### src/rtl/iopmp_check_arbiter_if.sv
// Access-type package and the request/checker bundle shared by the arbiter and its neighbours.
// slave = arbiter view, master = request handlers plus checker view.
package iopmp_check_arbiter_pkg;
  typedef enum logic {
    IOPMP_ACC_READ  = 1'b0,
    IOPMP_ACC_WRITE = 1'b1
  } iopmp_req_e;
endpackage

interface iopmp_check_arbiter_if #(
  parameter int N         = 2,
  parameter int AddrWidth = 34,
  parameter int RridWidth = 1
);
  logic [N-1:0]                              req_valid_i;
  logic [N-1:0][AddrWidth-1:0]               req_addr_i;
  iopmp_check_arbiter_pkg::iopmp_req_e [N-1:0] req_access_i;
  logic [N-1:0]                              rsp_valid_o;
  logic [N-1:0]                              rsp_denied_o;
  logic [N-1:0]                              rsp_err_o;
  logic                                      chk_valid_o;
  logic [AddrWidth-1:0]                      chk_addr_o;
  iopmp_check_arbiter_pkg::iopmp_req_e       chk_access_o;
  logic [RridWidth-1:0]                      chk_rrid_o;
  logic                                      chk_done_i;
  logic                                      chk_denied_i;

  modport slave (
    input  req_valid_i, req_addr_i, req_access_i, chk_done_i, chk_denied_i,
    output rsp_valid_o, rsp_denied_o, rsp_err_o, chk_valid_o, chk_addr_o, chk_access_o, chk_rrid_o
  );

  modport master (
    output req_valid_i, req_addr_i, req_access_i, chk_done_i, chk_denied_i,
    input  rsp_valid_o, rsp_denied_o, rsp_err_o, chk_valid_o, chk_addr_o, chk_access_o, chk_rrid_o
  );
endinterface

### src/rtl/iopmp_check_arbiter.sv
// Round-robin arbiter sharing one IOPMP checker among IOPMPNumChan channels, one check in flight.
// Optional WAIT timeout with forced deny enabled by defining IOPMP_CHK_TIMEOUT_EN.
module iopmp_check_arbiter
  import iopmp_check_arbiter_pkg::*;
#(
  parameter int IOPMPNumChan  = 2,
  parameter int AddrWidth     = 34,
  parameter int RridWidth     = (IOPMPNumChan > 1) ? $clog2(IOPMPNumChan) : 1,
  parameter int TimeoutCycles = 16
) (
  input  logic                  clk,
  input  logic                  rst,
  iopmp_check_arbiter_if.slave  bus,
  output logic                  busy_o
);

  localparam int IdxW = (IOPMPNumChan > 1) ? $clog2(IOPMPNumChan) : 1;
  localparam logic [IdxW:0]   NumChanW = (IdxW + 1)'(IOPMPNumChan);
  localparam logic [IdxW-1:0] LastIdx  = IdxW'(IOPMPNumChan - 1);

  typedef enum logic [1:0] {IDLE, ISSUE, WAIT, RESP} state_e;

  state_e               state_q, state_d;
  logic [IdxW-1:0]      rr_ptr_q, rr_ptr_d;
  logic [IdxW-1:0]      grant_q, grant_d;
  logic [AddrWidth-1:0] addr_q, addr_d;
  iopmp_req_e           access_q, access_d;
  logic                 denied_q, denied_d;

  logic                 pick_found;
  logic [IdxW-1:0]      pick_idx;
  logic [IdxW:0]        cand_sum;
  logic [IdxW-1:0]      cand;

`ifdef IOPMP_CHK_TIMEOUT_EN
  localparam int CntW = $clog2(TimeoutCycles + 1);
  localparam logic [CntW-1:0] CntLast = CntW'(TimeoutCycles - 1);
  logic [CntW-1:0] cnt_q, cnt_d;
  logic            err_q, err_d;
`else
  logic unused_timeout;
  assign unused_timeout = (TimeoutCycles == 0);
`endif

  // Walk from the highest offset down so the channel closest to rr_ptr wins.
  always_comb begin
    pick_found = 1'b0;
    pick_idx   = '0;
    cand_sum   = '0;
    cand       = '0;
    for (int off = IOPMPNumChan - 1; off >= 0; off--) begin
      cand_sum = {1'b0, rr_ptr_q} + (IdxW + 1)'(off);
      cand     = (cand_sum >= NumChanW) ? IdxW'(cand_sum - NumChanW) : IdxW'(cand_sum);
      if (bus.req_valid_i[cand]) begin
        pick_found = 1'b1;
        pick_idx   = cand;
      end
    end
  end

  always_comb begin
    state_d  = state_q;
    rr_ptr_d = rr_ptr_q;
    grant_d  = grant_q;
    addr_d   = addr_q;
    access_d = access_q;
    denied_d = denied_q;
`ifdef IOPMP_CHK_TIMEOUT_EN
    cnt_d    = cnt_q;
    err_d    = err_q;
`endif
    case (state_q)
      IDLE: begin
        if (pick_found) begin
          grant_d  = pick_idx;
          addr_d   = bus.req_addr_i[pick_idx];
          access_d = bus.req_access_i[pick_idx];
          state_d  = ISSUE;
        end
      end
      ISSUE: begin
`ifdef IOPMP_CHK_TIMEOUT_EN
        cnt_d = '0;
`endif
        state_d = WAIT;
      end
      WAIT: begin
        if (bus.chk_done_i) begin
          denied_d = bus.chk_denied_i;
`ifdef IOPMP_CHK_TIMEOUT_EN
          err_d    = 1'b0;
`endif
          state_d  = RESP;
        end
`ifdef IOPMP_CHK_TIMEOUT_EN
        else if (cnt_q == CntLast) begin
          denied_d = 1'b1;
          err_d    = 1'b1;
          state_d  = RESP;
        end else begin
          cnt_d = cnt_q + 1'b1;
        end
`endif
      end
      RESP: begin
        rr_ptr_d = (grant_q == LastIdx) ? '0 : grant_q + 1'b1;
        state_d  = IDLE;
      end
      default: state_d = IDLE;
    endcase
  end

  always_ff @(posedge clk) begin
    if (rst) begin
      state_q  <= IDLE;
      rr_ptr_q <= '0;
      grant_q  <= '0;
      addr_q   <= '0;
      access_q <= IOPMP_ACC_READ;
      denied_q <= 1'b0;
`ifdef IOPMP_CHK_TIMEOUT_EN
      cnt_q    <= '0;
      err_q    <= 1'b0;
`endif
    end else begin
      state_q  <= state_d;
      rr_ptr_q <= rr_ptr_d;
      grant_q  <= grant_d;
      addr_q   <= addr_d;
      access_q <= access_d;
      denied_q <= denied_d;
`ifdef IOPMP_CHK_TIMEOUT_EN
      cnt_q    <= cnt_d;
      err_q    <= err_d;
`endif
    end
  end

  assign bus.chk_valid_o  = (state_q == ISSUE);
  assign bus.chk_addr_o   = addr_q;
  assign bus.chk_access_o = access_q;
  assign bus.chk_rrid_o   = RridWidth'(grant_q);
  assign busy_o           = (state_q != IDLE);

  for (genvar gi = 0; gi < IOPMPNumChan; gi++) begin : g_rsp
    logic sel;
    assign sel                   = (state_q == RESP) && (grant_q == IdxW'(gi));
    assign bus.rsp_valid_o[gi]   = sel;
    assign bus.rsp_denied_o[gi]  = sel & denied_q;
`ifdef IOPMP_CHK_TIMEOUT_EN
    assign bus.rsp_err_o[gi]     = sel & err_q;
`else
    assign bus.rsp_err_o[gi]     = 1'b0;
`endif
  end

endmodule

### src/flat_wrapper.sv
// flat-port wrapper written by rule: the top's interface ports become plain ports
module iopmp_check_arbiter_flat import iopmp_check_arbiter_pkg::*;
#(
  parameter int IOPMPNumChan  = 2,
  parameter int AddrWidth     = 34,
  parameter int RridWidth     = (IOPMPNumChan > 1) ? $clog2(IOPMPNumChan) : 1,
  parameter int TimeoutCycles = 16
)
  (clk, rst, busy_o, bus_req_valid_i, bus_req_addr_i, bus_req_access_i, bus_chk_done_i, bus_chk_denied_i, bus_rsp_valid_o, bus_rsp_denied_o, bus_rsp_err_o, bus_chk_valid_o, bus_chk_addr_o, bus_chk_access_o, bus_chk_rrid_o);
  iopmp_check_arbiter_if #(.N((2)), .AddrWidth(AddrWidth), .RridWidth(RridWidth)) bus_i ();
  input  logic clk;
  input  logic rst;
  output logic busy_o;
  input wire logic [$bits(bus_i.req_valid_i)-1:0] bus_req_valid_i;
  input wire logic [$bits(bus_i.req_addr_i)-1:0] bus_req_addr_i;
  input wire logic [$bits(bus_i.req_access_i)-1:0] bus_req_access_i;
  input wire logic [$bits(bus_i.chk_done_i)-1:0] bus_chk_done_i;
  input wire logic [$bits(bus_i.chk_denied_i)-1:0] bus_chk_denied_i;
  output wire logic [$bits(bus_i.rsp_valid_o)-1:0] bus_rsp_valid_o;
  output wire logic [$bits(bus_i.rsp_denied_o)-1:0] bus_rsp_denied_o;
  output wire logic [$bits(bus_i.rsp_err_o)-1:0] bus_rsp_err_o;
  output wire logic [$bits(bus_i.chk_valid_o)-1:0] bus_chk_valid_o;
  output wire logic [$bits(bus_i.chk_addr_o)-1:0] bus_chk_addr_o;
  output wire logic [$bits(bus_i.chk_access_o)-1:0] bus_chk_access_o;
  output wire logic [$bits(bus_i.chk_rrid_o)-1:0] bus_chk_rrid_o;
  assign bus_i.req_valid_i = bus_req_valid_i;
  assign bus_i.req_addr_i = bus_req_addr_i;
  assign bus_i.req_access_i = bus_req_access_i;
  assign bus_i.chk_done_i = bus_chk_done_i;
  assign bus_i.chk_denied_i = bus_chk_denied_i;
  assign bus_rsp_valid_o = bus_i.rsp_valid_o;
  assign bus_rsp_denied_o = bus_i.rsp_denied_o;
  assign bus_rsp_err_o = bus_i.rsp_err_o;
  assign bus_chk_valid_o = bus_i.chk_valid_o;
  assign bus_chk_addr_o = bus_i.chk_addr_o;
  assign bus_chk_access_o = bus_i.chk_access_o;
  assign bus_chk_rrid_o = bus_i.chk_rrid_o;
  iopmp_check_arbiter #(.IOPMPNumChan(IOPMPNumChan), .AddrWidth(AddrWidth), .RridWidth(RridWidth), .TimeoutCycles(TimeoutCycles)) u_core (.clk(clk), .rst(rst), .bus(bus_i), .busy_o(busy_o));
endmodule
### config.mk
export PLATFORM = sky130hd
export DESIGN_NAME = iopmp_check_arbiter_flat
export DESIGN_NICKNAME = d
export VERILOG_FILES = /design/src/rtl/iopmp_check_arbiter_if.sv /design/src/rtl/iopmp_check_arbiter.sv /design/src/flat_wrapper.sv
export SDC_FILE = /design/constraint.sdc
export NUM_CORES = 1
export LEC_CHECK = 0
export CORE_ASPECT_RATIO = 0.8
export CORE_UTILIZATION = 30
export CTS_CLUSTER_DIAMETER = 40
export DETAILED_ROUTE_END_ITERATION = 8
export PLACE_DENSITY = 0.66
export SETUP_SLACK_MARGIN = 0.4
export SYNTH_ARGS = -nofsm -noshare
export SYNTH_HDL_FRONTEND = slang
export SYNTH_SLANG_ARGS = --single-unit
### constraint.sdc
create_clock -name clk -period 1.5 [get_ports clk]
set_input_delay 0.3 -clock clk [delete_from_list [all_inputs] [get_ports clk]]
set_output_delay 0.3 -clock clk [all_outputs]
set_load 0.01 [all_outputs]
# [Yosys cells after proc, flatten, opt, wreduce, memory -nomap -nowiden]
# Index checks and enable logic that the tools add are counted.
[word_totals] reg_bits=40 input_bits=76 out_inout_bits=44 elab_cells=48
[classes] n_addsub=4 n_lt_le_gt_ge=5 eq_ne=5 n_mux=18 bitwise_logic=3 n_reduce_logical=7
[ops] cell="34-bit two-way mux" n=2
[ops] cell="1-bit two-way mux" n=13
[ops] cell="2-bit case mux with 4 select lines" n=1
[ops] cell="1-bit by 2-bit less-than comparator with 1-bit output, second input constant" n=3
[ops] cell="2-bit AND reduction" n=3
[ops] cell="2-bit equality test, second input constant" n=2
[ops] cell="2-bit two-way mux" n=2
[ops] cell="1-bit by 1-bit adder with 2-bit output, second input constant" n=1
[ops] cell="1-bit bitwise AND" n=2
[ops] cell="2-bit by 1-bit equality test with 1-bit output, second input constant" n=1
[ops] cell="1-bit by 2-bit >= comparator with 1-bit output, second input constant" n=1
[ops] cell="2-bit >= comparator, second input constant" n=1
[ops] cell="1-bit logical AND" n=2
[ops] cell="2-bit logical NOT" n=1
[ops] cell="2-bit by 1-bit != test with 1-bit output, second input constant" n=1
[ops] cell="2-bit != test, second input constant" n=1
[ops] cell="2-bit nonzero test" n=1
[ops] cell="1-bit subtractor, second input constant" n=2
[ops] cell="1-bit adder, second input constant" n=1
[ops] cell="1-bit inverter" n=1

# [Longest topological paths before layout]
# Gate-level depths: netlist of the first run.
[logic_depth] word_depth=9 depth_mapped=7 ltp_nobuf=5

# [Worst setup path before layout of the first run]
# No wires, ideal clock.
[synth_timing] path_kind="register to register" startpoint="register u_core.state_q[0]" endpoint="register u_core.addr_q[10], in the netlist u_core.bus.chk_addr_o[10]" setup_time_ns=0.091 arrival_ns=1.230 path_slack_ns=0.179 path_stages_with_launch=7 path_cell_list="dfxtp_1 > inv_1 > ha_1 > o21a_1 > buf_4 > buf_2 > a311oi_1"
[synth_between] elab_chain_cells=2
[synth_rtl] item="from (decl)" line_no="iopmp_check_arbiter.sv:23" rtl="state_e state_q, state_d;"
[synth_rtl] item="from (signal assigned)" line_no="iopmp_check_arbiter.sv:126" rtl="state_q <= state_d;"
[synth_rtl] item="2-bit logical NOT" line_no="iopmp_check_arbiter.sv:72" rtl="case (state_q)"
[synth_rtl] item="2-bit AND reduction (no line)"
[synth_rtl] item="to (signal assigned)" line_no="iopmp_check_arbiter.sv:129" rtl="addr_q <= addr_d;"
[synth_rtl] item="to (decl)" line_no="iopmp_check_arbiter.sv:26" rtl="logic [AddrWidth-1:0] addr_q, addr_d;"
# Every way passes these cells.
# A chain may end at the register's enable or synchronous reset.

# [Worst setup path after layout of the first run]
[layout_timing] startpoint="register u_core.state_q[1]" endpoint="register u_core.addr_q[28], in the netlist u_core.bus.chk_addr_o[28]"
# The elaborated chain is that of the path after synthesis.

==> reports/metrics.json, run 1 <==
{
  "ys_ff_latch": 40,
  "timing.hold.worst.class": "flip-flop to flip-flop",
  "cell_taking_the_most_area_after_synthesis": "sky130_fd_sc_hd__dfxtp_1",
  "synth_cells": 242,
  "tritoncts_clock_tree": "yes",
  "die_y_um": 75.4,
  "dieArea_um2": 7070,
  "worst_setup_path_start_kind": "flip-flop",
  "internal-power_mw": 3.84,
  "synth.avg_cell_area_um2": 8.34,
  "synth_warnings": 0,
  "power_density_nw_per_um2": 1560,
  "post_route_drc_violation_count": 0,
  "skew_ps": 5.72,
  "yosysMostFrequentCell": "sky130_fd_sc_hd__dfxtp_1",
  "power.share.combinational_pct": 53.5,
  "floorplan.core_area_um2": 6440,
  "synth_edf_count": 0,
  "drt_pass1_iterations": 4,
  "relative_area_change_from_synthesis_to_final_layout_pct": 89.7,
  "antenna_found_initial": 0,
  "critical_path.endpoint_type": "flip-flop",
  "final_layout_size_suffix_gt1_share_pct": 44.1,
  "hold_worst_slack_ps": 487,
  "fillers": 585,
  "detailedRoute.firstIterationViolations": 102,
  "final-max-slew-violation-count": 0,
  "run_status": "completed",
  "cts-hold-fix-buffers": 0,
  "routed-via-count": 2339,
  "finalCritPeriodShare_pct": 98.8,
  "finish.net_count": 451,
  "cts_made_buffers": 5,
  "instances_no_fill": 456,
  "p_total_mw": 5.99,
  "synth_top_area_share_pct": 39.7,
  "layout_setup_ws_ps": 18.7,
  "placed_cells": 437,
  "place.gp.congestion": 0.742,
  "synth.cell_area_um2": 2020,
  "seq_power_share_pct": 30.4,
  "switching_share_pct": 35.8,
  "io-pin-count": 120,
  "cp_max_fo": 13,
  "placement.setup.worst_slack_ps": -188,
  "synthArstFlopShare_pct": 0,
  "synth-seq-area-share_pct": 39.7,
  "min_path_cells": 2,
  "postRouteAntennaNets": 0,
  "gr-usage-all-layers_pct": 19.4,
  "insertion_delay_ps": 290,
  "htree_levels": 2,
  "clockPowerShare_pct": 16.2,
  "fmax_ghz": 0.675,
  "final_wirelength_um": 7110,
  "fin_util_pct": 59.5,
  "number_of_global_route_vias_before_repair": 2256,
  "reg_to_reg_critical_path_startpoint": "u_core.state_q[1]",
  "max_cap_viol_count": 0,
  "yosys.cell_types.count": 27,
  "wire_length_of_the_first_global_routing_pass_um": 10800,
  "cts.root.buffer_cell": "sky130_fd_sc_hd__clkbuf_8",
  "total_leakage_power_nw": 1.49,
  "synth_flop_cell": "sky130_fd_sc_hd__dfxtp_1",
  "cts.reportedPaths.clkPinSlew_ps": 80,
  "stdcell_area_um2": 3830,
  "r2r_slack_ps": 20,
  "r2r-end": "u_core.bus.chk_addr_o[28]",
  "totalNegativeSetupSlack_ps": 0,
  "required_ps": 1700,
  "p_switching_mw": 2.15,
  "synth.area.top_cells": "sky130_fd_sc_hd__dfxtp_1 (40%), sky130_fd_sc_hd__a311oi_1 (15%), sky130_fd_sc_hd__nand3_1 (8.9%)",
  "worstRegToRegCells": 7,
  "overflow_after_grt": 0,
  "grt_setup_unrepaired": "true",
  "fp-row-count": 26,
  "hp-start": "u_core.denied_q",
  "num_antenna_cells": 0,
  "vias_per_cell": 5.13,
  "largest_net_degree_at_the_start_of_global_routing": 27,
  "timing.final.setup_violations": 0,
  "path_class": "flip-flop to flip-flop",
  "die_w_um": 93.7,
  "final-hold-violation-count": 0,
  "cts-root-to-sink-buffers": 2,
  "crit_arrival_ps": 1680,
  "final.min_clock_period_ps": 1480,
  "cell_area_reported_after_detailed_placement_um2": 3370,
  "yosys-top-cells-count": "sky130_fd_sc_hd__dfxtp_1 (40), sky130_fd_sc_hd__nor2_1 (37), sky130_fd_sc_hd__nand3_1 (36)",
  "vdd_ir_drop_max_mv": 0.789,
  "dp_hpwl_um": 4460,
  "hold-path-endpoint": "u_core.denied_q",
  "avgRoutedWirePerCell_um": 15.6,
  "initial_utilization_pct": 31.4,
  "port_buffers": 117,
  "tritoncts_num_sinks": 40
}
-- placed cells by master (no fill, tap or decap), types with 3 or more instances in the layout --
master                            count
sky130_fd_sc_hd__buf_12              10
sky130_fd_sc_hd__nand2b_1             3
sky130_fd_sc_hd__nand3_1             36
sky130_fd_sc_hd__dfxtp_1              6
sky130_fd_sc_hd__nor2_2               6
sky130_fd_sc_hd__buf_2               35
sky130_fd_sc_hd__o21ai_1              7
sky130_fd_sc_hd__ha_4                 4
sky130_fd_sc_hd__nor2_1              26
sky130_fd_sc_hd__nor2_4               5
sky130_fd_sc_hd__buf_6               15
sky130_fd_sc_hd__buf_4               12
sky130_fd_sc_hd__a311oi_1            16
sky130_fd_sc_hd__dfxtp_2             33
sky130_fd_sc_hd__o21ai_0             29
sky130_fd_sc_hd__clkdlybuf4s50_1     73
sky130_fd_sc_hd__a311oi_2            19
sky130_fd_sc_hd__buf_16               3
sky130_fd_sc_hd__clkbuf_8             7
-- how the worst max path moves through the flow --
| stage | start | endpoint | slack (ps) | cells after the start |
|---|---|---|---|---|
| final | u_core.state_q[1] | u_core.bus.chk_addr_o[28] | 20 | 7 |
| after global routing | u_core.state_q[0] | u_core.bus.chk_addr_o[28] | -40 | 7 |
| after CTS | u_core.state_q[1] | bus_rsp_denied_o[1] | 20 | 4 |
| after detailed placement | bus_req_valid_i[1] | u_core.bus.chk_addr_o[2] | -190 | 5 |
| after global placement | bus_req_valid_i[1] | u_core.state_q[0] | -130 | 4 |
| after floorplan | u_core.state_q[1] | u_core.bus.chk_addr_o[18] | 310 | 6 |
-- kinds of logic after synthesis --
| kind of cell | synth area share [%] |
|---|---|
| flops | 39.7 |
| compound gates | 26.3 |
| mux | 0.496 |
| simple gates | 19.1 |
| buf+inv | 11.8 |
| fa+ha+maj | 2.48 |
| other cells | 0.186 |
-- what timing repair did --
action / in CTS / in global routing
gates resized for setup: 233 / 41
pin swaps: 6 / 9
buffers inserted: 5 / 2
gates cloned: 3 / 1
setup endpoints to repair: 82 / 48
-- metal layers --
layer  track usage [%]  part of all wire, %  up-vias
li1                  -                    -     1145
met1              24.7                   44     1112
met2              33.8                   48       77
met3              4.29                  6.6        5
met4              4.62                 0.62        0
met5                 0                    0        -
-- power groups by stage --
stage / Sequential, mW / Clock (mW) / Combinational [mW]
3_3_place_gp: 1.70 / 0 / 2.55
6_report: 1.82 / 0.967 / 3.20
3_5_place_dp: 1.72 / 0 / 2.58
4_1_cts: 1.77 / 0.992 / 2.74
5_1_grt: 1.86 / 1.04 / 3.45
2_1_floorplan: 1.89 / 0 / 1.12
-- registers in the layout, summed over array words and instances (netlist names) --
register and count:
u_core.denied_q 1, u_core.rr_ptr_q 1, u_core.bus.chk_rrid_o 1, u_core.bus.chk_access_o 1
u_core.state_q 2, u_core.bus.chk_addr_o 34
-- layout make-up --
cell class / instances / area [µm²] / area share, %
clock buffers: 7 / 96.3 / 2.51
clock inverters: 1 / 30.0 / 0.784
inverters: 5 / 26.3 / 0.686
multi-input cells: 168 / 1240 / 32.3
flip-flops and latches: 40 / 846 / 22.1
well taps: 84 / 105 / 2.74
repair buffers: 151 / 1490 / 38.9
-- critical path, cell delays in order, from the launching register on --
cell	delay, ps
sky130_fd_sc_hd__dfxtp_2	370
sky130_fd_sc_hd__buf_6	120
sky130_fd_sc_hd__inv_6	40
sky130_fd_sc_hd__ha_4	160
sky130_fd_sc_hd__o21a_4	190
sky130_fd_sc_hd__buf_12	150
sky130_fd_sc_hd__buf_16	150
sky130_fd_sc_hd__a311oi_2	210
(Power assumes the default switching activity.)
==> inputs of run 2 (changes only) <==
--- a/config.mk
+++ b/config.mk
@@ -6,6 +6,7 @@
 export NUM_CORES = 1
 export LEC_CHECK = 0
 export CORE_ASPECT_RATIO = 0.8
+export CORE_MARGIN = 2
 export CORE_UTILIZATION = 30
 export CTS_CLUSTER_DIAMETER = 40
 export DETAILED_ROUTE_END_ITERATION = 8
@@ -14,3 +15,4 @@
 export SYNTH_ARGS = -nofsm -noshare
 export SYNTH_HDL_FRONTEND = slang
 export SYNTH_SLANG_ARGS = --single-unit
+export TNS_END_PERCENT = 20
==> reports/metrics.json, run 2 (synthesis results as in run 1) <==
{
  "cp_cell_sequence": {"value": "buf_6, inv_4, ha_4, buf_6, o21a_4, buf_6, clkbuf_16, a311oi_1", "change": "was buf_6, inv_6, ha_4, o21a_4, buf_12, buf_16, a311oi_2"},
  "fp-row-count": {"value": 26, "change": "unchanged"},
  "total_leakage_power": {"value": 1.48, "unit": "nW", "change": "was 1.49 nW"},
  "final_layout_size_suffix_gt1_share": {"value": 40.1, "unit": "%", "change": "was 44.1%"},
  "r2r_slack": {"value": -40, "unit": "ps", "change": "was 20 ps"},
  "cts-hold-fix-buffers": {"value": 0, "change": "unchanged"},
  "switching_share": {"value": 36.3, "unit": "%", "change": "was 35.8%"},
  "dieArea": {"value": 7410, "unit": "µm²", "change": "was 7070 µm²"},
  "die_w": {"value": 95.7, "unit": "µm", "change": "was 93.7 µm"},
  "setup.worst_path.end": {"value": "u_core.bus.chk_addr_o[2]", "change": "was u_core.bus.chk_addr_o[28]"},
  "die_y": {"value": 77.4, "unit": "µm", "change": "was 75.4 µm"},
  "placed_cells": {"value": 433, "change": "was 437"},
  "dp_hpwl": {"value": 4400, "unit": "µm", "change": "was 4460 µm"},
  "seq_power_share": {"value": 29.8, "unit": "%", "change": "was 30.4%"},
  "power_density": {"value": 1560, "unit": "nW/µm²", "change": "about the same"},
  "tritoncts_num_sinks": {"value": 40, "change": "unchanged"},
  "final_wirelength": {"value": 7410, "unit": "µm", "change": "was 7110 µm"},
  "highest-signal-layer": {"value": "met4", "change": "unchanged"},
  "timing.final.setup_violations": {"value": 21, "change": "was 0"},
  "worst_path_most_repeated_cell": "sky130_fd_sc_hd__buf_6",
  "cp_slowest_stage_delay": {"value": 360, "unit": "ps", "change": "was 370 ps"},
  "p_total": {"value": 5.92, "unit": "mW", "change": "was 5.99 mW"},
  "final_cell_mix": {"value": "sky130_fd_sc_hd__clkdlybuf4s50_1 (73), sky130_fd_sc_hd__nand3_1 (36), sky130_fd_sc_hd__buf_2 (35)", "change": "unchanged"},
  "number_of_global_route_vias_before_repair": {"value": 2255, "change": "was 2,256"},
  "required": {"value": 1700, "unit": "ps", "change": "about the same"},
  "reg_to_reg_critical_path_startpoint": {"value": "u_core.state_q[0]", "change": "was u_core.state_q[1]"},
  "cts.root.buffer_cell": {"value": "sky130_fd_sc_hd__clkbuf_8", "change": "unchanged"},
  "place.gp.congestion": {"value": 0.679, "change": "was 0.742"},
  "r2r-end": {"value": "u_core.bus.chk_addr_o[2]", "change": "was u_core.bus.chk_addr_o[28]"},
  "routed-wl-met2": {"value": 3590, "unit": "µm", "change": "was 3440 µm"},
  "drt-met1-wl": {"value": 3310, "unit": "µm", "change": "was 3160 µm"},
  "avgRoutedWirePerCell": {"value": 16.4, "unit": "µm", "change": "was 15.6 µm"},
  "instances_no_fill": {"value": 453, "change": "was 456"},
  "startpoint": {"value": "u_core.state_q[0]", "change": "was u_core.state_q[1]"},
  "grt_setup_unrepaired": {"value": "true", "change": "unchanged"},
  "detailedRoute.firstIterationViolations": {"value": 87, "change": "was 102"},
  "stdcell_area": {"value": 3800, "unit": "µm²", "change": "was 3830 µm²"},
  "floorplan.core_area": {"value": 6440, "unit": "µm²", "change": "unchanged"},
  "p_switching": {"value": 2.15, "unit": "mW", "change": "about the same"},
  "dr_wl_met3": {"value": 458, "unit": "µm", "change": "was 467 µm"},
  "final-max-slew-violation-count": {"value": 0, "change": "unchanged"},
  "cts_made_buffers": {"value": 5, "change": "unchanged"},
  "io-pin-count": {"value": 120, "change": "unchanged"},
  "internal-power": {"value": 3.77, "unit": "mW", "change": "was 3.84 mW"},
  "finalCritPeriodShare": {"value": 103, "unit": "%", "change": "was 98.8%"},
  "hold_worst_slack": {"value": 467, "unit": "ps", "change": "was 487 ps"},
  "cts.reportedPaths.clkPinSlew": {"value": 80, "unit": "ps", "change": "about the same"},
  "crit_arrival": {"value": 1740, "unit": "ps", "change": "was 1680 ps"},
  "crit_slowest_cell": {"value": "sky130_fd_sc_hd__dfxtp_2", "change": "unchanged"},
  "worstRegToRegCells": {"value": 8, "change": "was 7"},
  "layout_setup_ws": {"value": -41.4, "unit": "ps", "change": "was 18.7 ps"},
  "finish.net_count": {"value": 448, "change": "was 451"},
  "vias_per_cell": {"value": 5.09, "change": "was 5.13"},
  "cell_area_reported_after_detailed_placement": {"value": 3360, "unit": "µm²", "change": "was 3370 µm²"},
  "worst_setup_path_start_kind": {"value": "flip-flop", "change": "unchanged"},
  "port_buffers": {"value": 117, "change": "unchanged"},
  "initial_utilization": {"value": 31.4, "unit": "%", "change": "unchanged"},
  "tritoncts_clock_tree": {"value": "yes", "change": "unchanged"},
  "final.min_clock_period": {"value": 1540, "unit": "ps", "change": "was 1480 ps"},
  "drt_pass1_iterations": {"value": 4, "change": "unchanged"},
  "htree_levels": {"value": 2, "change": "unchanged"},
  "vdd_ir_drop_max": {"value": 0.734, "unit": "mV", "change": "was 0.789 mV"},
  "skew": {"value": 7.07, "unit": "ps", "change": "was 5.72 ps"},
  "fin_util": {"value": 59.0, "unit": "%", "change": "was 59.5%"},
  "num_antenna_cells": {"value": 0, "change": "unchanged"},
  "totalNegativeSetupSlack": {"value": -344, "unit": "ps", "change": "was 0 ps"},
  "layout_commonest_cell": {"value": "sky130_fd_sc_hd__clkdlybuf4s50_1", "change": "unchanged"},
  "largest_net_degree_at_the_start_of_global_routing": {"value": 42, "change": "was 27"},
  "path_class": {"value": "flip-flop to flip-flop", "change": "unchanged"},
  "max_cap_viol_count": {"value": 0, "change": "unchanged"},
  "critical_path.endpoint_type": {"value": "flip-flop", "change": "unchanged"},
  "violations": "negative setup slack",
  "antenna_found_initial": {"value": 0, "change": "unchanged"},
  "relative_area_change_from_synthesis_to_final_layout": {"value": 88.2, "unit": "%", "change": "was 89.7%"},
  "placement.setup.worst_slack": {"value": -168, "unit": "ps", "change": "was -188 ps"},
  "cp_max_fo": {"value": 9, "change": "was 13"},
  "clockPowerShare": {"value": 14.8, "unit": "%", "change": "was 16.2%"},
  "power.share.combinational": {"value": 55.4, "unit": "%", "change": "was 53.5%"},
  "final-hold-violation-count": {"value": 0, "change": "unchanged"},
  "overflow_after_grt": {"value": 0, "change": "unchanged"},
  "insertion_delay": {"value": 290, "unit": "ps", "change": "about the same"},
  "post_route_drc_violation_count": {"value": 0, "change": "unchanged"},
  "cts-root-to-sink-buffers": {"value": 2, "change": "unchanged"},
  "max_ffs_per_register": {"value": 34, "change": "unchanged"},
  "wire_length_of_the_first_global_routing_pass": {"value": 10800, "unit": "µm", "change": "about the same"},
  "min_path_cells": {"value": 2, "change": "unchanged"},
  "postRouteAntennaNets": {"value": 0, "change": "unchanged"},
  "gr-usage-all-layers": {"value": 18.3, "unit": "%", "change": "was 19.4%"},
  "fmax": {"value": 0.649, "unit": "GHz", "change": "was 0.675 GHz"},
  "timing.hold.worst.class": {"value": "flip-flop to flip-flop", "change": "unchanged"},
  "routed-via-count": {"value": 2306, "change": "was 2,339"},
  "run_status": {"value": "finished with violations", "change": "was completed"}
}
run 2: cell types whose count changed in the layout (fill, tap and decap cells not counted), moves of 4 or more:
cell	previous run	this run
sky130_fd_sc_hd__nor2_1	26	33
sky130_fd_sc_hd__dfxtp_2	33	24
sky130_fd_sc_hd__a311oi_2	19	26
sky130_fd_sc_hd__a311oi_1	16	9
sky130_fd_sc_hd__buf_4	12	8
sky130_fd_sc_hd__dfxtp_1	6	15
sky130_fd_sc_hd__nor2_4	5	1
run 2: critical path: cells and delay by family (launching register included):
| family | cells | cell delay [ps] |
|---|---|---|
| compound gates | 2 | 360 |
| fa+ha+maj | 1 | 160 |
| flops | 1 | 360 |
| buf+inv | 5 | 580 |
run 2: repair_timing:
action                     CTS  global route
pin swaps                    7             8
gates resized for setup    229            27
gates cloned                 2             4
setup endpoints to repair   80            51
setup buffers                2             4
run 2: final cells by class:
type,instances,area [µm²]
Clock buffer,6,72.6
Clock inverter,2,35.0
Fill cell,580,2640
Inverter,5,23.8
Multi-Input combinational cell,168,1230
Sequential cell,40,835
Tap cell,84,105
Timing Repair Buffer,148,1500
run 2: worst min path at each step:
stage               startpoint              end
2_1_floorplan  u_core.denied_q  u_core.denied_q
5_1_grt        u_core.denied_q  u_core.denied_q
6_report       u_core.denied_q  u_core.denied_q
3_5_place_dp   u_core.denied_q  u_core.denied_q
4_1_cts        u_core.denied_q  u_core.denied_q
3_3_place_gp   u_core.denied_q  u_core.denied_q
run 2: power groups by stage:
stage / Clock (mW) / Sequential (mW) / Combinational, mW
finish: 0.876 / 1.76 / 3.28
global placement: 0 / 1.70 / 2.58
global route: 0.941 / 1.81 / 3.53
CTS: 0.900 / 1.75 / 2.69
floorplan: 0 / 1.89 / 1.12
detailed placement: 0 / 1.71 / 2.61
run 2: metal layers:
| metal | global-route usage [%] | vias up |
|---|---|---|
| li1 | - | 1146 |
| met2 | 30.8 | 63 |
| met3 | 4.37 | 7 |
| met1 | 23.4 | 1090 |
| met5 | 0 | - |
| met4 | 4.71 | 0 |
==> inputs of run 3 (changes only) <==
--- a/config.mk
+++ b/config.mk
@@ -7,10 +7,10 @@
 export LEC_CHECK = 0
 export CORE_ASPECT_RATIO = 0.8
 export CORE_MARGIN = 2
-export CORE_UTILIZATION = 30
+export CORE_UTILIZATION = 34
 export CTS_CLUSTER_DIAMETER = 40
 export DETAILED_ROUTE_END_ITERATION = 8
-export PLACE_DENSITY = 0.66
+export PLACE_DENSITY = 0.77
 export SETUP_SLACK_MARGIN = 0.4
 export SYNTH_ARGS = -nofsm -noshare
 export SYNTH_HDL_FRONTEND = slang
==> constraint.sdc (replaced) <==
create_clock -name clk -period 1.4 [get_ports clk]
set_input_delay 0.28 -clock clk [delete_from_list [all_inputs] [get_ports clk]]
set_output_delay 0.28 -clock clk [all_outputs]
set_load 0.01 [all_outputs]
==> reports/metrics.json, run 3 (synthesis results as in run 1) <==
{
  "run_status": {"value": "finished with violations", "change": "unchanged"},
  "violations": {"value": "negative setup slack", "change": "unchanged"},
  "drt_pass1_iterations": {"value": 4, "change": "unchanged"},
  "cts-root-to-sink-buffers": {"value": 2, "change": "unchanged"},
  "totalNegativeSetupSlack": {"value": -274, "unit": "ps", "change": "was -344 ps"},
  "final_wirelength": {"value": 7000, "unit": "µm", "change": "was 7410 µm"},
  "relative_area_change_from_synthesis_to_final_layout": {"value": 83.5, "unit": "%", "change": "was 88.2%"},
  "total_leakage_power": {"value": 1.36, "unit": "nW", "change": "was 1.48 nW"},
  "avgRoutedWirePerCell": {"value": 15.8, "unit": "µm", "change": "was 16.4 µm"},
  "worst_setup_path_start_kind": {"value": "flip-flop", "change": "unchanged"},
  "final_cell_mix": {"value": "sky130_fd_sc_hd__clkdlybuf4s50_1 (75), sky130_fd_sc_hd__nand3_1 (36), sky130_fd_sc_hd__nor2_1 (36)", "change": "was sky130_fd_sc_hd__clkdlybuf4s50_1 (73), sky130_fd_sc_hd__nand3_1 (36), sky130_fd_sc_hd__buf_2 (35)"},
  "cp_max_fo": {"value": 18, "change": "was 9"},
  "final-max-slew-violation-count": {"value": 0, "change": "unchanged"},
  "cts_made_buffers": {"value": 5, "change": "unchanged"},
  "place.gp.congestion": {"value": 0.720, "change": "was 0.679"},
  "placed_cells": {"value": 431, "change": "was 433"},
  "htree_levels": {"value": 2, "change": "unchanged"},
  "grt_setup_unrepaired": {"value": "true", "change": "unchanged"},
  "fp-row-count": {"value": 25, "change": "was 26"},
  "dieArea": {"value": 6580, "unit": "µm²", "change": "was 7410 µm²"},
  "detailedRoute.firstIterationViolations": {"value": 131, "change": "was 87"},
  "path_class": {"value": "flip-flop to flip-flop", "change": "unchanged"},
  "die_w": {"value": 90.2, "unit": "µm", "change": "was 95.7 µm"},
  "fmax": {"value": 0.688, "unit": "GHz", "change": "was 0.649 GHz"},
  "power_density": {"value": 1590, "unit": "nW/µm²", "change": "was 1560 nW/µm²"},
  "postRouteAntennaNets": {"value": 0, "change": "unchanged"},
  "finish.net_count": {"value": 441, "change": "was 448"},
  "port_buffers": {"value": 117, "change": "unchanged"},
  "layout_commonest_cell": {"value": "sky130_fd_sc_hd__clkdlybuf4s50_1", "change": "unchanged"},
  "routed-via-count": {"value": 2324, "change": "was 2,306"},
  "final-hold-violation-count": {"value": 0, "change": "unchanged"},
  "gr-usage-all-layers": {"value": 20.3, "unit": "%", "change": "was 18.3%"},
  "max_cap_viol_count": {"value": 0, "change": "unchanged"},
  "wire_length_of_the_first_global_routing_pass": {"value": 10800, "unit": "µm", "change": "about the same"},
  "instances_no_fill": {"value": 442, "change": "was 453"},
  "floorplan.core_area": {"value": 5820, "unit": "µm²", "change": "was 6440 µm²"},
  "die_y": {"value": 72.9, "unit": "µm", "change": "was 77.4 µm"},
  "initial_utilization": {"value": 34.7, "unit": "%", "change": "was 31.4%"},
  "timing.final.setup_violations": {"value": 17, "change": "was 21"},
  "seq_area": {"value": 818, "unit": "µm²", "change": "was 835 µm²"},
  "cts-hold-fix-buffers": {"value": 0, "change": "unchanged"},
  "multi_input_area": {"value": 1190, "unit": "µm²", "change": "was 1230 µm²"},
  "final.min_clock_period": {"value": 1450, "unit": "ps", "change": "was 1540 ps"},
  "num_antenna_cells": {"value": 0, "change": "unchanged"},
  "cts.root.buffer_cell": {"value": "sky130_fd_sc_hd__clkbuf_8", "change": "unchanged"},
  "vdd_ir_drop_max": {"value": 0.848, "unit": "mV", "change": "was 0.734 mV"},
  "critical_path.endpoint_type": {"value": "flip-flop", "change": "unchanged"},
  "skew": {"value": 8.49, "unit": "ps", "change": "was 7.07 ps"},
  "timing.hold.worst.class": {"value": "flip-flop to flip-flop", "change": "unchanged"},
  "antenna_found_initial": {"value": 0, "change": "unchanged"},
  "max_ffs_per_register": {"value": 34, "change": "unchanged"},
  "insertion_delay": {"value": 290, "unit": "ps", "change": "about the same"},
  "final_layout_size_suffix_gt1_share": {"value": 33.0, "unit": "%", "change": "was 40.1%"},
  "tritoncts_clock_tree": {"value": "yes", "change": "unchanged"},
  "required": {"value": 1600, "unit": "ps", "change": "was 1700 ps"},
  "fillers": {"value": 515, "change": "was 580"},
  "post_route_drc_violation_count": {"value": 0, "change": "unchanged"},
  "crit_arrival": {"value": 1650, "unit": "ps", "change": "was 1740 ps"},
  "cts.reportedPaths.clkPinSlew": {"value": 80, "unit": "ps", "change": "about the same"},
  "overflow_after_grt": {"value": 0, "change": "unchanged"},
  "finalCritPeriodShare": {"value": 104, "unit": "%", "change": "was 103%"},
  "p_total": {"value": 5.90, "unit": "mW", "change": "was 5.92 mW"},
  "largest_net_degree_at_the_start_of_global_routing": {"value": 25, "change": "was 42"},
  "vias_per_cell": {"value": 5.26, "change": "was 5.09"},
  "number_of_global_route_vias_before_repair": {"value": 2231, "change": "was 2,255"},
  "layout_setup_ws": {"value": -53.3, "unit": "ps", "change": "was -41.4 ps"},
  "io-pin-count": {"value": 120, "change": "unchanged"},
  "dp_hpwl": {"value": 4490, "unit": "µm", "change": "was 4400 µm"},
  "tritoncts_num_sinks": {"value": 40, "change": "unchanged"}
}
## run 3: changes by cell type in the layout (fill, tap and decap cells not counted), moves of 2 or more
cell | before | now
sky130_fd_sc_hd__dfxtp_1 | 15 | 28
sky130_fd_sc_hd__clkdlybuf4s15_2 | 0 | 21
sky130_fd_sc_hd__clkdlybuf4s50_1 | 73 | 75
sky130_fd_sc_hd__a311oi_2 | 26 | 23
sky130_fd_sc_hd__buf_6 | 13 | 15
sky130_fd_sc_hd__dfxtp_2 | 24 | 11
sky130_fd_sc_hd__clkbuf_16 | 4 | 0
sky130_fd_sc_hd__a311oi_1 | 9 | 12
sky130_fd_sc_hd__buf_2 | 35 | 8
sky130_fd_sc_hd__nor2_1 | 33 | 36
sky130_fd_sc_hd__nor2_2 | 3 | 1
sky130_fd_sc_hd__buf_4 | 8 | 12
sky130_fd_sc_hd__buf_12 | 10 | 7
sky130_fd_sc_hd__dlygate4sd2_1 | 2 | 0
## run 3: layout make-up
cell class / count / area share [%]
flip-flops and latches: 40 / 22.1
clock inverters: 2 / 0.338
well taps: 81 / 2.73
clock buffers: 5 / 1.86
repair buffers: 141 / 40.1
inverters: 5 / 0.641
multi-input cells: 168 / 32.2
## run 3: where the power goes
| group | leakage [nW] | total [mW] | internal, mW | switching (mW) |
|---|---|---|---|---|
| Clock | 0.0400 | 0.752 | 0.338 | 0.414 |
| Combinational | 0.983 | 3.28 | 1.76 | 1.52 |
| Sequential | 0.336 | 1.87 | 1.61 | 0.265 |
| Total | 1.36 | 5.90 | 3.71 | 2.19 |
## run 3: worst max-delay path, cell delays in order (launching register included)
cell	delay (ps)
sky130_fd_sc_hd__dfxtp_2	350
sky130_fd_sc_hd__buf_6	120
sky130_fd_sc_hd__inv_4	60
sky130_fd_sc_hd__ha_4	150
sky130_fd_sc_hd__o21a_4	230
sky130_fd_sc_hd__buf_12	180
sky130_fd_sc_hd__nor2_1	70
sky130_fd_sc_hd__a311oi_2	210
## run 3: per-stage QoR
step | hold WS (ps) | cell area, µm² | setup WS [ps] | util, %
6_report | 470 | 3710 | -53.3 | 63.7
3_5_place_dp | 460 | 3330 | -271 | 57.2
5_1_grt | 499 | 3710 | -113 | 63.7
3_3_place_gp | 450 | 3330 | -229 | 57.2
4_1_cts | 470 | 3620 | -54.3 | 62.2
2_1_floorplan | 427 | 2050 | 207 | -
## run 3: repair_timing
action | in CTS | in global routing
pin swaps | 6 | 3
resized for setup | 187 | 21
setup endpoints to repair | 82 | 82
endpoints found under the hold margin | 0 | 0
gates cloned | 2 | 0
setup buffers | 2 | 0
## run 3: worst paths after layout
| kind | startpoint | end | slack, ps | cells past startpoint |
|---|---|---|---|---|
| worst max-delay path | u_core.state_q[1] | u_core.bus.chk_addr_o[7] | -50 | 7 |
| worst min-delay path | u_core.denied_q | u_core.denied_q | 470 | 2 |
| worst max register to register | u_core.state_q[1] | u_core.bus.chk_addr_o[7] | -50 | 7 |
| worst min register to register | u_core.denied_q | u_core.denied_q | 470 | 2 |
## run 3: per-layer routing
layer  track usage [%]  share of wire (%)  up-vias
met2              36.8                 51       78
met4              3.59                  0        0
met1              24.6                 42     1124
met5                 0                  0        -
li1                  -                  -     1122
met3              5.89                6.4        0
